==> src/rtl/one_wire_pkg.sv <==
// Shared 1-Wire definitions: Dallas/Maxim CRC-8 constants, the transmitter state
// encoding and a single-bit CRC step that the receive-side checker also uses.
package one_wire_pkg;

   localparam logic [7:0]  CRC8_POLY         = 8'h8C;
   localparam int unsigned UID_WIDTH_DEFAULT = 56;
   localparam int unsigned CRC_BITS          = 8;

   typedef enum logic [1:0] {
      ST_IDLE = 2'd0,
      ST_DATA = 2'd1,
      ST_CRC  = 2'd2,
      ST_DONE = 2'd3
   } tx_state_t;

   // Reflected CRC-8 (x^8 + x^5 + x^4 + 1), advanced by one serial bit, LSB first.
   function automatic logic [7:0] crc8_step(input logic [7:0] crc, input logic data_bit);
      logic fb;
      fb = crc[0] ^ data_bit;
      return (crc >> 1) ^ (fb ? CRC8_POLY : 8'h00);
   endfunction

endpackage

==> src/rtl/one_wire_crc_tx_if.sv <==
// Bit-level valid/ready stream from the serializer to the 1-Wire timeslot engine.
interface one_wire_crc_tx_if;

   logic bit_valid;
   logic bit_data;
   logic bit_ready;

   modport master (
      output bit_valid,
      output bit_data,
      input  bit_ready
   );

   modport slave (
      input  bit_valid,
      input  bit_data,
      output bit_ready
   );

endinterface

==> src/rtl/one_wire_crc_tx.sv <==
// Serializes a ROM/UID payload LSB first, then appends its Dallas CRC-8 byte,
// handing one bit at a time to a timeslot engine over a valid/ready stream.
module one_wire_crc_tx
   import one_wire_pkg::*;
#(
   parameter int unsigned UID_SERIAL_DATA_WIDTH = UID_WIDTH_DEFAULT,
   parameter logic [7:0]  CRC_INIT              = 8'h00
) (
   input  logic                             clk,
   input  logic                             rst,
   input  logic                             start,
   input  logic [UID_SERIAL_DATA_WIDTH-1:0] payload,
   one_wire_crc_tx_if.master                bits,
   output logic                             busy,
   output logic [7:0]                       crc_out,
   output logic                             done
);

   localparam int unsigned      CNT_W    = $clog2(UID_SERIAL_DATA_WIDTH + 1);
   localparam logic [CNT_W-1:0] CNT_DATA = CNT_W'(UID_SERIAL_DATA_WIDTH);
   localparam logic [CNT_W-1:0] CNT_CRC  = CNT_W'(CRC_BITS);
   localparam logic [CNT_W-1:0] CNT_ONE  = CNT_W'(1);

   tx_state_t                      state;
   tx_state_t                      state_next;
   logic [UID_SERIAL_DATA_WIDTH-1:0] shift_reg;
   logic [7:0]                     crc;
   logic [7:0]                     crc_shift;
   logic [7:0]                     crc_stepped;
   logic [CNT_W-1:0]               count;
   logic                           last_bit;
   logic                           xfer;
   logic                           valid_int;
   logic                           data_int;

   assign xfer        = valid_int & bits.bit_ready;
   assign last_bit    = (count == CNT_ONE);
   assign crc_stepped = crc8_step(crc, shift_reg[0]);

   assign bits.bit_valid = valid_int;
   assign bits.bit_data  = data_int;
   assign crc_out        = crc;

   always_ff @(posedge clk) begin
      if (rst) begin
         state <= ST_IDLE;
      end else begin
         state <= state_next;
      end
   end

   // The offered bit comes straight from a register, so it cannot move while stalled.
   always_comb begin
      state_next = state;
      valid_int  = 1'b0;
      data_int   = 1'b0;
      busy       = 1'b1;
      done       = 1'b0;
      case (state)
         ST_IDLE: begin
            busy = 1'b0;
            if (start) begin
               state_next = ST_DATA;
            end
         end
         ST_DATA: begin
            valid_int = 1'b1;
            data_int  = shift_reg[0];
            if (xfer && last_bit) begin
               state_next = ST_CRC;
            end
         end
         ST_CRC: begin
            valid_int = 1'b1;
            data_int  = crc_shift[0];
            if (xfer && last_bit) begin
               state_next = ST_DONE;
            end
         end
         ST_DONE: begin
            done       = 1'b1;
            state_next = ST_IDLE;
         end
         default: begin
            state_next = ST_IDLE;
         end
      endcase
   end

   // The final CRC is copied into crc_shift on the last payload transfer so the
   // CRC byte follows with no bubble while crc itself stays frozen for crc_out.
   always_ff @(posedge clk) begin
      if (rst) begin
         shift_reg <= '0;
         crc       <= CRC_INIT;
         crc_shift <= 8'h00;
         count     <= '0;
      end else begin
         case (state)
            ST_IDLE: begin
               if (start) begin
                  shift_reg <= payload;
                  crc       <= CRC_INIT;
                  count     <= CNT_DATA;
               end
            end
            ST_DATA: begin
               if (xfer) begin
                  crc       <= crc_stepped;
                  shift_reg <= shift_reg >> 1;
                  if (last_bit) begin
                     count     <= CNT_CRC;
                     crc_shift <= crc_stepped;
                  end else begin
                     count <= count - CNT_ONE;
                  end
               end
            end
            ST_CRC: begin
               if (xfer) begin
                  crc_shift <= crc_shift >> 1;
                  count     <= count - CNT_ONE;
               end
            end
            default: begin
            end
         endcase
      end
   end

endmodule

==> src/flat_wrapper.sv <==
// flat-port wrapper written by rule: the top's interface ports become plain ports
module one_wire_crc_tx_flat import one_wire_pkg::*;
#(
   parameter int unsigned UID_SERIAL_DATA_WIDTH = UID_WIDTH_DEFAULT,
   parameter logic [7:0]  CRC_INIT              = 8'h00
)
  (clk, rst, start, payload, busy, crc_out, done, bits_bit_valid, bits_bit_data, bits_bit_ready);
  one_wire_crc_tx_if bits_i ();
  input  logic clk;
  input  logic rst;
  input  logic start;
  input  logic [UID_SERIAL_DATA_WIDTH-1:0] payload;
  output logic busy;
  output logic [7:0] crc_out;
  output logic done;
  output wire logic [$bits(bits_i.bit_valid)-1:0] bits_bit_valid;
  output wire logic [$bits(bits_i.bit_data)-1:0] bits_bit_data;
  input wire logic [$bits(bits_i.bit_ready)-1:0] bits_bit_ready;
  assign bits_bit_valid = bits_i.bit_valid;
  assign bits_bit_data = bits_i.bit_data;
  assign bits_i.bit_ready = bits_bit_ready;
  one_wire_crc_tx #(.UID_SERIAL_DATA_WIDTH(UID_SERIAL_DATA_WIDTH), .CRC_INIT(CRC_INIT)) u_core (.clk(clk), .rst(rst), .start(start), .payload(payload), .bits(bits_i), .busy(busy), .crc_out(crc_out), .done(done));
endmodule
==> config.mk <==
export PLATFORM = sky130hd
export DESIGN_NAME = one_wire_crc_tx_flat
export DESIGN_NICKNAME = d
export VERILOG_FILES = /design/src/rtl/one_wire_pkg.sv /design/src/rtl/one_wire_crc_tx_if.sv /design/src/rtl/one_wire_crc_tx.sv /design/src/flat_wrapper.sv
export SDC_FILE = /design/constraint.sdc
export NUM_CORES = 1
export LEC_CHECK = 0
export CAP_MARGIN = 20
export CELL_PAD_IN_SITES_DETAIL_PLACEMENT = 1
export CELL_PAD_IN_SITES_GLOBAL_PLACEMENT = 1
export CORE_MARGIN = 2
export CORE_UTILIZATION = 41
export CTS_BUF_LIST = sky130_fd_sc_hd__clkbuf_2
export DETAILED_ROUTE_END_ITERATION = 10
export GPL_TIMING_DRIVEN = 1
export PLACE_DENSITY_LB_ADDON = 0.08
export SETUP_SLACK_MARGIN = 0.2
export SLEW_MARGIN = 20
export SYNTH_ARGS = -nofsm -noshare
export SYNTH_HDL_FRONTEND = slang
export SYNTH_SLANG_ARGS = --single-unit
==> constraint.sdc <==
create_clock -name clk -period 2.4 [get_ports clk]
set_input_delay 0.36 -clock clk [delete_from_list [all_inputs] [get_ports clk]]
set_output_delay 0.36 -clock clk [all_outputs]
set_load 0.02 [all_outputs]
-- After elaboration in Yosys (flattened, before gate mapping)
Cells that the tools add are included.
- add/subtract/negate cells: 1
- div/mod/pow operators: 0
- shifts and indexed selects: 0
- $mul: 0
- reduce and logical (&&, ||, !) cells: 10
- order comparisons: 0
- mux-type cells: 24
- bitwise operators: 3
- eq/ne operators: 10
- operators with widths (kind ; number):
    $mux 56 ; 2
    $pmux 56 s2 ; 1
    $mux 8 ; 6
    $pmux 8 s2 ; 2
    $mux 6 ; 4
    $pmux 6 s3 ; 1
    $ne 2x1->1 const B ; 5
    $pmux 2 s4 ; 1
    $reduce_and 4->1 ; 2
    $xor 7x8->8 ; 1
    $eq 6x1->1 const B ; 1
    $mux 2 ; 3
    $reduce_and 3->1 ; 2
    $sub 6x1->6 const B ; 1
    $eq 2x2->1 const B ; 2
    $reduce_bool 2->1 ; 2
    $mux 1 ; 3
    $reduce_bool 3->1 ; 1
    $eq 2x1->1 const B ; 1
    $logic_not 2->1 ; 1
    $ne 2x2->1 const B ; 1
    $pmux 1 s2 ; 1
    $reduce_or 2->1 ; 1
    $and 1x1->1 ; 1
    other kinds (2) ; 2
- bits in read-only memories: 0
- flip-flop bits (word level): 80
- memories kept: 0
- RAM bits: 0
- word-level logic and storage cells: 53
- bits in latches: 0
- output and inout bits: 12
- input bits: 60

-- Logic depth before layout (Yosys ltp)
- depth in word-level cells: 7
- depth in mapped cells: 9
- gate-level depth less buffers: 6

-- Least setup slack after synthesis
Ideal clock, no wire load.
- path type: reg2reg
- start point: register u_core.state[0]
- end point: register u_core.shift_reg[10]
- arrival time: 1.859 ns
- data required time: 2.262 ns
- library setup time: 0.138 ns
- setup slack: 0.404 ns
- clock period less this slack: 1.996 ns
- path buffers: 3
- stages on the path, launching flop included: 9
- cells stage by stage: dfxtp_1 inv_1 ha_1 clkbuf_2 and3_1 o21a_1 buf_2 buf_1 a211oi_1
- cells in the longest elaborated chain, start to end: 6
- elaborated cells on any way between the ends: 11
- those cells by class: eq/ne: 4; mux: 2; bitwise: 1; reduce/logical: 4
- ends and longest elaborated chain (element ; RTL line ; source):
    start, declared ; one_wire_crc_tx.sv:24 ; tx_state_t state;
    start signal, assigned ; one_wire_crc_tx.sv:48 ; state <= state_next;
    $eq 2x1->1 / $eq 2x2->1 (equally long branches) ; one_wire_crc_tx.sv:59 ; case (state)
    $reduce_or 2->1 (no source line) * ; -- ;
    $mux 1 * ; one_wire_crc_tx.sv:59 ;
    via bits_bit_valid ; flat_wrapper.sv:16 ; output wire logic [$bits(bits_i.bit_valid)-1:0] bits_bit_valid;
    $and 1x1->1 * ; one_wire_crc_tx.sv:36 ; assign xfer = valid_int & bits.bit_ready;
    $ne 2x1->1 (no source line) * ; -- ;
    $reduce_and 3->1 (no source line) * ; -- ;
    end signal, assigned ; one_wire_crc_tx.sv:102 ; shift_reg <= payload;
    end signal, assigned ; one_wire_crc_tx.sv:110 ; shift_reg <= shift_reg >> 1;
    end, declared ; one_wire_crc_tx.sv:26 ; logic [UID_SERIAL_DATA_WIDTH-1:0] shift_reg;
The timed path passes the listed nets; every way through them passes the cells marked *.
A chain may end at the register's enable or synchronous reset.

-- Worst setup path after layout
- start point: register u_core.state[0]
- end point: output bits_bit_data
- cells in the longest elaborated chain, start to end: 2
- elaborated cells on any way between the ends: 3
- those cells by class: eq/ne: 2; mux: 1
- ends and longest elaborated chain (element ; RTL line ; source):
    $eq 2x2->1 / $eq 2x1->1 (equally long branches) ; one_wire_crc_tx.sv:59 ;
    $pmux 1 s2 * ; one_wire_crc_tx.sv:59 ;
    end, declared ; flat_wrapper.sv:17 ; output wire logic [$bits(bits_i.bit_data)-1:0] bits_bit_data;
Mark *: on every way between the ends. The rest lies on a longest branch, timed or not.

==> results.sh <==
export IMPL_die_h_um=100
export IMPL_drt_first_pass_iters=4
export IMPL_cts_hold_buffers=0
export IMPL_clockRootBuffer="clkbuf_2"
export IMPL_grt_pass1_wl_um=15900
export IMPL_startpoint_type="register"
export IMPL_htree_levels=3
export IMPL_drv_slew=0
export IMPL_wl_per_cell_um=16.1
export IMPL_grt_use_total_pct=19.5
export IMPL_synthTopCellsByArea="dfxtp_1, mux2i_1, a211oi_1"
export IMPL_syn_area_sq_um=3810
export IMPL_post_route_period_util_pct=89.4
export IMPL_place_ws_ns=0.0894
export IMPL_vias=3247
export IMPL_finalHoldViolations=0
export IMPL_p_leak_nw=1.74
export IMPL_crit_fanout=6
export IMPL_synthAdderAreaFrac_pct=1.97
export IMPL_numPortBuffers=71
export IMPL_worst_pin_slew_ns=0.554
export IMPL_p_sw_mw=2.63
export IMPL_max_freq_mhz=466
export IMPL_yosysTopAreaCell="dfxtp_1"
export IMPL_numCtsBuffers=9
export IMPL_synth_async_reset_ratio_pct=0
export IMPL_die_width_um=100
export IMPL_seq_area_frac_synth_pct=42.1
export IMPL_yosysTopAreaCellShare_pct=42.1
export IMPL_yosys_area_share_simple_pct=13.9
export IMPL_path_clk_slew_ns=0.27
export IMPL_clockBufferDepth=2
export IMPL_fin_crit_ns=2.15
export IMPL_insertion_delay_ns=0.54
export IMPL_hold_path_class="input port to register"
export IMPL_dieArea_sq_um=10100
export IMPL_final_nets=544
export IMPL_via_per_inst=5.46
export IMPL_grt_pass1_vias=3339
export IMPL_clockPowerShare_pct=14.4
export IMPL_synth_main_ff_cell="dfxtp_1"
export IMPL_synth_compound_area_share_pct=20.2
export IMPL_grt_antenna_before_repair=1
export IMPL_syn_inst=412
export IMPL_yosysMostFrequentCell="dfxtp_1"
export IMPL_power_density_nw_per_um2=1270
export IMPL_synthXorXnorAreaFrac_pct=1.15
export IMPL_place_congestion=0.817
export IMPL_setup_tns_ns=0
export IMPL_synth_common_cells="dfxtp_1, a211oi_1, mux2i_1, nor2_1"
export IMPL_initial_utilization_pct=41.8
export IMPL_ys_ff_latch=80
export IMPL_io_pins=72
export IMPL_drc=0
export IMPL_worstSetupPathType="register to output pin"
export IMPL_overflow=0
export IMPL_slew_headroom_pct=63.1
export IMPL_p_int_mw=3.55
export IMPL_setup_slack_ns=0.255
export IMPL_num_fill_cells=1052
export IMPL_routed_wl_um=9600
export IMPL_vdd_drop_max_uv=476
export IMPL_clkSinkCount=80
export IMPL_ys_types=46
export IMPL_ant_nets=0
export IMPL_cts_tree="yes"
export IMPL_drive_gt1_share_pct=11.0
export IMPL_cp_arrival_ns=1.79
export IMPL_postPlaceCellArea_sq_um=4650
export IMPL_cp_data_required_time_ns=2.04
export IMPL_grt_max_degree=41
export IMPL_syn_mean_instance_area_sq_um=9.24
export IMPL_status="completed"
export IMPL_swShare_pct=42.6
export IMPL_seqPwrFrac_pct=32.3
export IMPL_std_cell_rows=35
export IMPL_synth_top_family_by_area="compound AO/OA/AOI/OAI gates"
export IMPL_synth_mux_area_share_pct=15.8
export IMPL_finalSetupViolCount=0
export IMPL_syn_nets=478
export IMPL_yosysWarnings=0
export IMPL_pwr_share_comb_pct=53.2
export IMPL_largest_register_ff_count=56
export IMPL_coreArea_sq_um=9110
export IMPL_timing_max_cap_violations=0
export IMPL_fin_worst_skew_ns=0.0329
export IMPL_rsz0062_at_grt="yes"
export IMPL_fin_area_sq_um=4860
export IMPL_cp_end_kind="output pin"
export IMPL_synth_edf_count=0
export IMPL_synthToLayoutAreaGrowth_pct=27.7
export IMPL_drtIter0Drc=78
export IMPL_dp_hpwl_um=6770
## through the flow
step / total power [mW] / utilization, % / hold slack, ns / instances
after floorplan: 4.34 / - / 0.432 / 412
after global placement: 5.09 / 51.1 / 0.454 / 574
after detailed placement: 5.23 / 51.1 / 0.466 / 574
after CTS: 6.17 / 53.0 / 0.0394 / 590
after global routing: 6.69 / 53.3 / 0.0464 / 594
final: 6.19 / 53.4 / 0.0681 / 595
## final timing paths
| path | startpoint | endpoint | slack [ns] | cells after the start |
|---|---|---|---|---|
| worst min-delay path | rst | u_core.state[1] | 0.07 | 2 |
| worst max register to register | u_core.state[0] | u_core.shift_reg[43] | 0.29 | 7 |
| worst max-delay path | u_core.state[0] | bits_bit_data | 0.25 | 4 |
| worst min register to register | u_core.shift_reg[55] | u_core.shift_reg[55] | 0.49 | 2 |
## worst max-delay path, cell delays in order, from the launching register on
cell        delay [ns]
dfxtp_4           0.43
clkinvlp_4        0.15
ha_4              0.34
nor2b_1           0.14
buf_2             0.18
## cells by family (layout without fill, tap and decap cells)
group,after synthesis,count (layout)
adders and majority gates,6,6
muxes,60,60
DFF,80,80
buffers and inverters,42,112
and+or+nand+nor,117,117
other,0,1
xor gates and xnor gates,5,5
AOI/OAI and AO/OA,102,103
## placed cells by master, fill, tap and decap left out, drive strengths merged, types with 3 or more instances in the layout
cell type and count:
dfxtp 80, clkdlybuf4s50 66, a211oi 61, mux2i 60, nor2 60, nand2 19
a21oi 18, buf 18, nor3 11, nand3 10, clkbuf 10, inv 10
ha 6, nor2b 4, or3 4, o21ai 4, xnor2 3, o21a 3
## power groups by stage
stage               combinational (mW)  sequential, mW  clock [mW]
finish                            3.29            2.00       0.891
global route                      3.66            2.06       0.977
CTS                               3.25            2.00       0.916
detailed placement                3.21            2.02           0
global placement                  3.08            2.00           0
floorplan                         2.39            1.95           0
## area by class of cell
| class | instances | area (sq um) | area share, % |
|---|---|---|---|
| sequential | 80 | 1610 | 33.1 |
| antenna | 1 | 2.50 | 0.0515 |
| multi-input combinational | 291 | 2070 | 42.5 |
| clock inverter | 7 | 101 | 2.08 |
| timing repair buffer | 88 | 865 | 17.8 |
| tap | 111 | 139 | 2.86 |
| inverter | 8 | 33.8 | 0.695 |
| clock buffer | 9 | 45.0 | 0.927 |
## routing by layer
metal	wire length (um)	vias to the layer above	track usage, %
li1	-	1627	-
met1	4400	1566	24.1
met2	4780	44	34.2
met3	294	10	3.62
met4	128	0	6.22
met5	0	-	0
## timing repair
| item | 4_1_cts | 5_1_grt |
|---|---|---|
| pin swaps | 0 | 1 |
| endpoints found under the setup margin | 53 | 15 |
| gates cloned | 0 | 1 |
| endpoints found under the hold margin | 0 | 0 |
| setup buffers | 0 | 3 |
| gates resized for setup | 10 | 7 |
No activity file was read; power rests on OpenSTA's default activity.
==> variant 1 (same settings) <==
The package constant `UID_WIDTH_DEFAULT` goes from 56 to 60.
--- a/src/rtl/one_wire_pkg.sv
+++ b/src/rtl/one_wire_pkg.sv
@@ -5,3 +5,3 @@
    localparam logic [7:0]  CRC8_POLY         = 8'h8C;
-   localparam int unsigned UID_WIDTH_DEFAULT = 56;
+   localparam int unsigned UID_WIDTH_DEFAULT = 60;
    localparam int unsigned CRC_BITS          = 8;
Ports: changed (resized payload); port bits go from 72 to 76. The function was not compared with the original's and may differ.
==> variant 1 against the unedited design <==
- power rose by 0.58%
- utilization decreased by 1.1 points
- sequential cell count rose by 4
- sequential power increased by 6%
- via count is 2.5% higher
- synthesized area up 5.3%
- setup slack improved by 0.091 ns
- wire length increased by 0.15%
- final area rose by 3.7%
==> variant 1: results (changes against the unedited design) <==
Status
  • Outcome: finished clean

Placed design
  • Estimated wirelength of the detail-placed design: 6660 um (-1.6%)
  • Minimum setup slack after placement: 0.160 ns (+0.0705 ns)
  • Placed cell area: 4870 um^2 (+4.7%)
  • Placer congestion estimate: 0.768 (-6.0%)
  • Number of cells in the design after placement: 609 (+6.1%)
  • Number of buffer cells added on primary ports: 75 (+5.6%)

Detailed routing
  • Routed length on met2: 4510 um (-5.5%)
  • Routed Wire Length: 9610 um (+0.15%)
  • Met1 routed wirelength after detailed routing: 4600 um (+4.7%)
  • Total via count in the routed design: 3327 (+2.5%)
  • DR iter-0 viols: 100 (+28%)

Logic synthesis
  • Proportion of synthesized chip area in sequential cells: 42.0% (-0.10 points)
  • Distinct cells, synth: 42 (-8.7%)

STA
  • Slew at the pin with the worst max-slew slack: 0.688 ns (+0.134 ns)
  • Skew final: 0.0299 ns (-0.00298 ns)

CTS
  • Post-cts repair resize count: 9 (-1)

Pwr
  • VDD IR-drop max: 0.000471 V (-1.2%)

GRT
  • Antenna violations before repair: 0 (-1)
  • Met2 GRT Util: 31.2% (-3.1 points)
  • Met1 Track Usage GR: 23.9% (-0.19 points)
  • Total Routing Usage GR: 18.6% (-0.87 points)
  • Global routing usage on met3: 3.53% (-0.096 points)
  • Pin count of the biggest net entering global routing: 45 (+9.8%)

Cells and area
  • # nets final: 561 (+3.1%)
  • Antenna diodes: 0 (-1)

Worst setup path
  • Crit Path Max Fanout: 10 (+4)
## variant 1: changes by cell type in the layout (fill, tap and decap cells not counted), sizes merged, moves of 3 or more
cell | before | now
a211oi | 61 | 67
o21ai | 4 | 7
clkdlybuf4s50 | 66 | 70
mux2i | 60 | 64
dfxtp | 80 | 84
a21oi | 18 | 15
nand2 | 19 | 16
## variant 1: cell families (layout without fill, tap and decap cells)
group | after synthesis | after routing | share of synthesized area, %
simple gates | 116 | 116 | 13.0
compound gates | 104 | 104 | 19.9
flops | 84 | 84 | 42.0
mux | 64 | 64 | 16.0
buf+inv | 43 | 117 | 6.15
fa+ha+maj | 6 | 6 | 1.87
xor+xnor | 5 | 5 | 1.09
## variant 1: final cells by class
cell class | count | area [um^2] | share of cell area [%]
multi-input combinational | 295 | 2120 | 42.1
sequential | 84 | 1690 | 33.5
timing repair buffer | 91 | 907 | 18.0
tap | 133 | 166 | 3.30
clock inverter | 5 | 61.3 | 1.22
clock buffer | 11 | 55.1 | 1.09
inverter | 10 | 37.5 | 0.745
## variant 1: worst max-delay path, stage by stage (launching register included)
cell	delay, ns
dfxtp_4	0.41
inv_1	0.09
ha_4	0.33
dlygate4sd2_1	0.34
## variant 1: worst paths after layout
kind	startpoint	to	slack, ns	depth (start not counted)
max	u_core.state[0]	bits_bit_valid	0.35	3
min	rst	u_core.crc_out[4]	0.36	2
max reg2reg	u_core.state[0]	u_core.shift_reg[20]	0.39	7
min reg2reg	u_core.shift_reg[59]	u_core.shift_reg[59]	0.48	2
## variant 1: where the power goes
| group | internal, W | switching [W] | total [W] |
|---|---|---|---|
| registers | 0.00185 | 0.000272 | 0.00212 |
| clock network | 0.000251 | 0.000513 | 0.000764 |
| logic | 0.00147 | 0.00186 | 0.00334 |
==> variant 2 (same settings) <==
Without the edit above. Encoding of `tx_state_t`: now one-hot (4 bits for 4 states).
--- a/src/rtl/one_wire_pkg.sv
+++ b/src/rtl/one_wire_pkg.sv
@@ -8,7 +8,7 @@
 
-   typedef enum logic [1:0] {
-      ST_IDLE = 2'd0,
-      ST_DATA = 2'd1,
-      ST_CRC  = 2'd2,
-      ST_DONE = 2'd3
+   typedef enum logic [3:0] {
+      ST_IDLE = 4'b0001,
+      ST_DATA = 4'b0010,
+      ST_CRC  = 4'b0100,
+      ST_DONE = 4'b1000
    } tx_state_t;
Formal check against the unedited RTL: no difference found for any inputs over 10 cycles, from zero or initial values and one cycle with rst high; not proved beyond that.
==> variant 2 against the unedited design <==
- sequential cell count grew 2
- final area down 0.28%
- critical path depth is the same
- utilization fell by 0.15 points
- cell count rose by 8.2%
- wire length increased by 8.4%
- setup slack lost 0.00088 ns
- synthesized area shrank 0.43%
- via count up 13%
- highest routed layer unchanged
Power is not compared: it rests on default switching activity, and its combinational part moved more than twofold at a synthesized area within 25%.
==> variant 2: results (changes against the unedited design) <==
Worst setup path
  • Gate family responsible for the most delay along the worst path: simple AND/OR/NAND/NOR gates
  • Crit Path Max Fanout: 8 (+2)
  • Worst flop-to-flop path endpoint: u_core.shift_reg[25]
  • Reg2reg path depth: 6 (-1)
  • Source of the critical timing path: u_core.state[3]
  • Launch point of the worst reg-to-reg path: u_core.state[3]

Placed design
  • Minimum setup slack after placement: 0.145 ns (+0.0557 ns)
  • Estimated wirelength of the detail-placed design: 6680 um (-1.2%)

Cells and area
  • Synth-to-Final Area Change: 27.9%
  • Fraction of layout cells with a size suffix above 1: 10.7% (-0.28 points)
  • # nets final: 590 (+8.5%)
  • Clock Network Area Fraction: 2.43% (-0.59 points)
  • Count of clock-net buffers in the final layout: 10 (+1)
  • Fraction of area in multi-input gates: 40.6% (-2.0 points)
  • Antenna diodes: 0 (-1)
  • Number of inserted filler cells in the final layout: 1095 (+4.1%)

Logic synthesis
  • Xor and xnor area share after synthesis: 1.39% (+0.24 points)
  • Fraction of the mapped netlist area in compound gates: 22.1% (+2.0 points)
  • Ranking of synthesized cells by area: dfxtp_1 43%, a311oi_1 15%, nand2_1 12%, nor2_1 5.5%, a21oi_1 3.0%
  • Distinct cells, synth: 48 (+4.3%)

Detailed routing
  • Routed Wire Length: 10400 um (+8.4%)

CTS
  • Post-cts repair resize count: 20 (+10)
  • Number of sinks driven by the clock tree: 82 (+2.5%)

STA
  • Skew final: 0.0227 ns (-0.0102 ns)
  • Max_slew headroom: 60.3% (-2.8 points)

GRT
  • Pin count of the biggest net entering global routing: 67 (+63%)
  • Antenna violations before repair: 0 (-1)

Pwr
  • Tot Pwr: 0.00288 W

Status
  • Outcome: finished clean
-- variant 2: cell count changes after synthesis, sizes merged, moves of 3 or more --
cell    before  now
nor2        60   56
nor4b        0    4
ha           6    2
a311oi       2   63
nand2       19  120
clkbuf      12   22
nor3        11    4
a211oi      61    1
nand3       10   14
o221ai       0    3
a21oi       18   23
mux2i       60    7
-- variant 2: worst max path at each step --
stage	endpoint	slack, ns
after floorplan	u_core.count[5]	0.61
after global placement	u_core.shift_reg[37]	0.27
after detailed placement	u_core.shift_reg[20]	0.15
after CTS	bits_bit_valid	0.20
after global routing	bits_bit_data	0.15
final	bits_bit_valid	0.25
-- variant 2: metal layers --
layer | part of all wire (%) | routed length, um | vias up | track usage (%)
met1 | 47 | 4930 | 1786 | 27.4
met2 | 49 | 5090 | 62 | 35.4
met4 | 1.1 | 113 | 0 | 5.27
li1 | - | - | 1803 | -
met3 | 2.7 | 278 | 10 | 3.69
met5 | 0 | 0 | - | 0
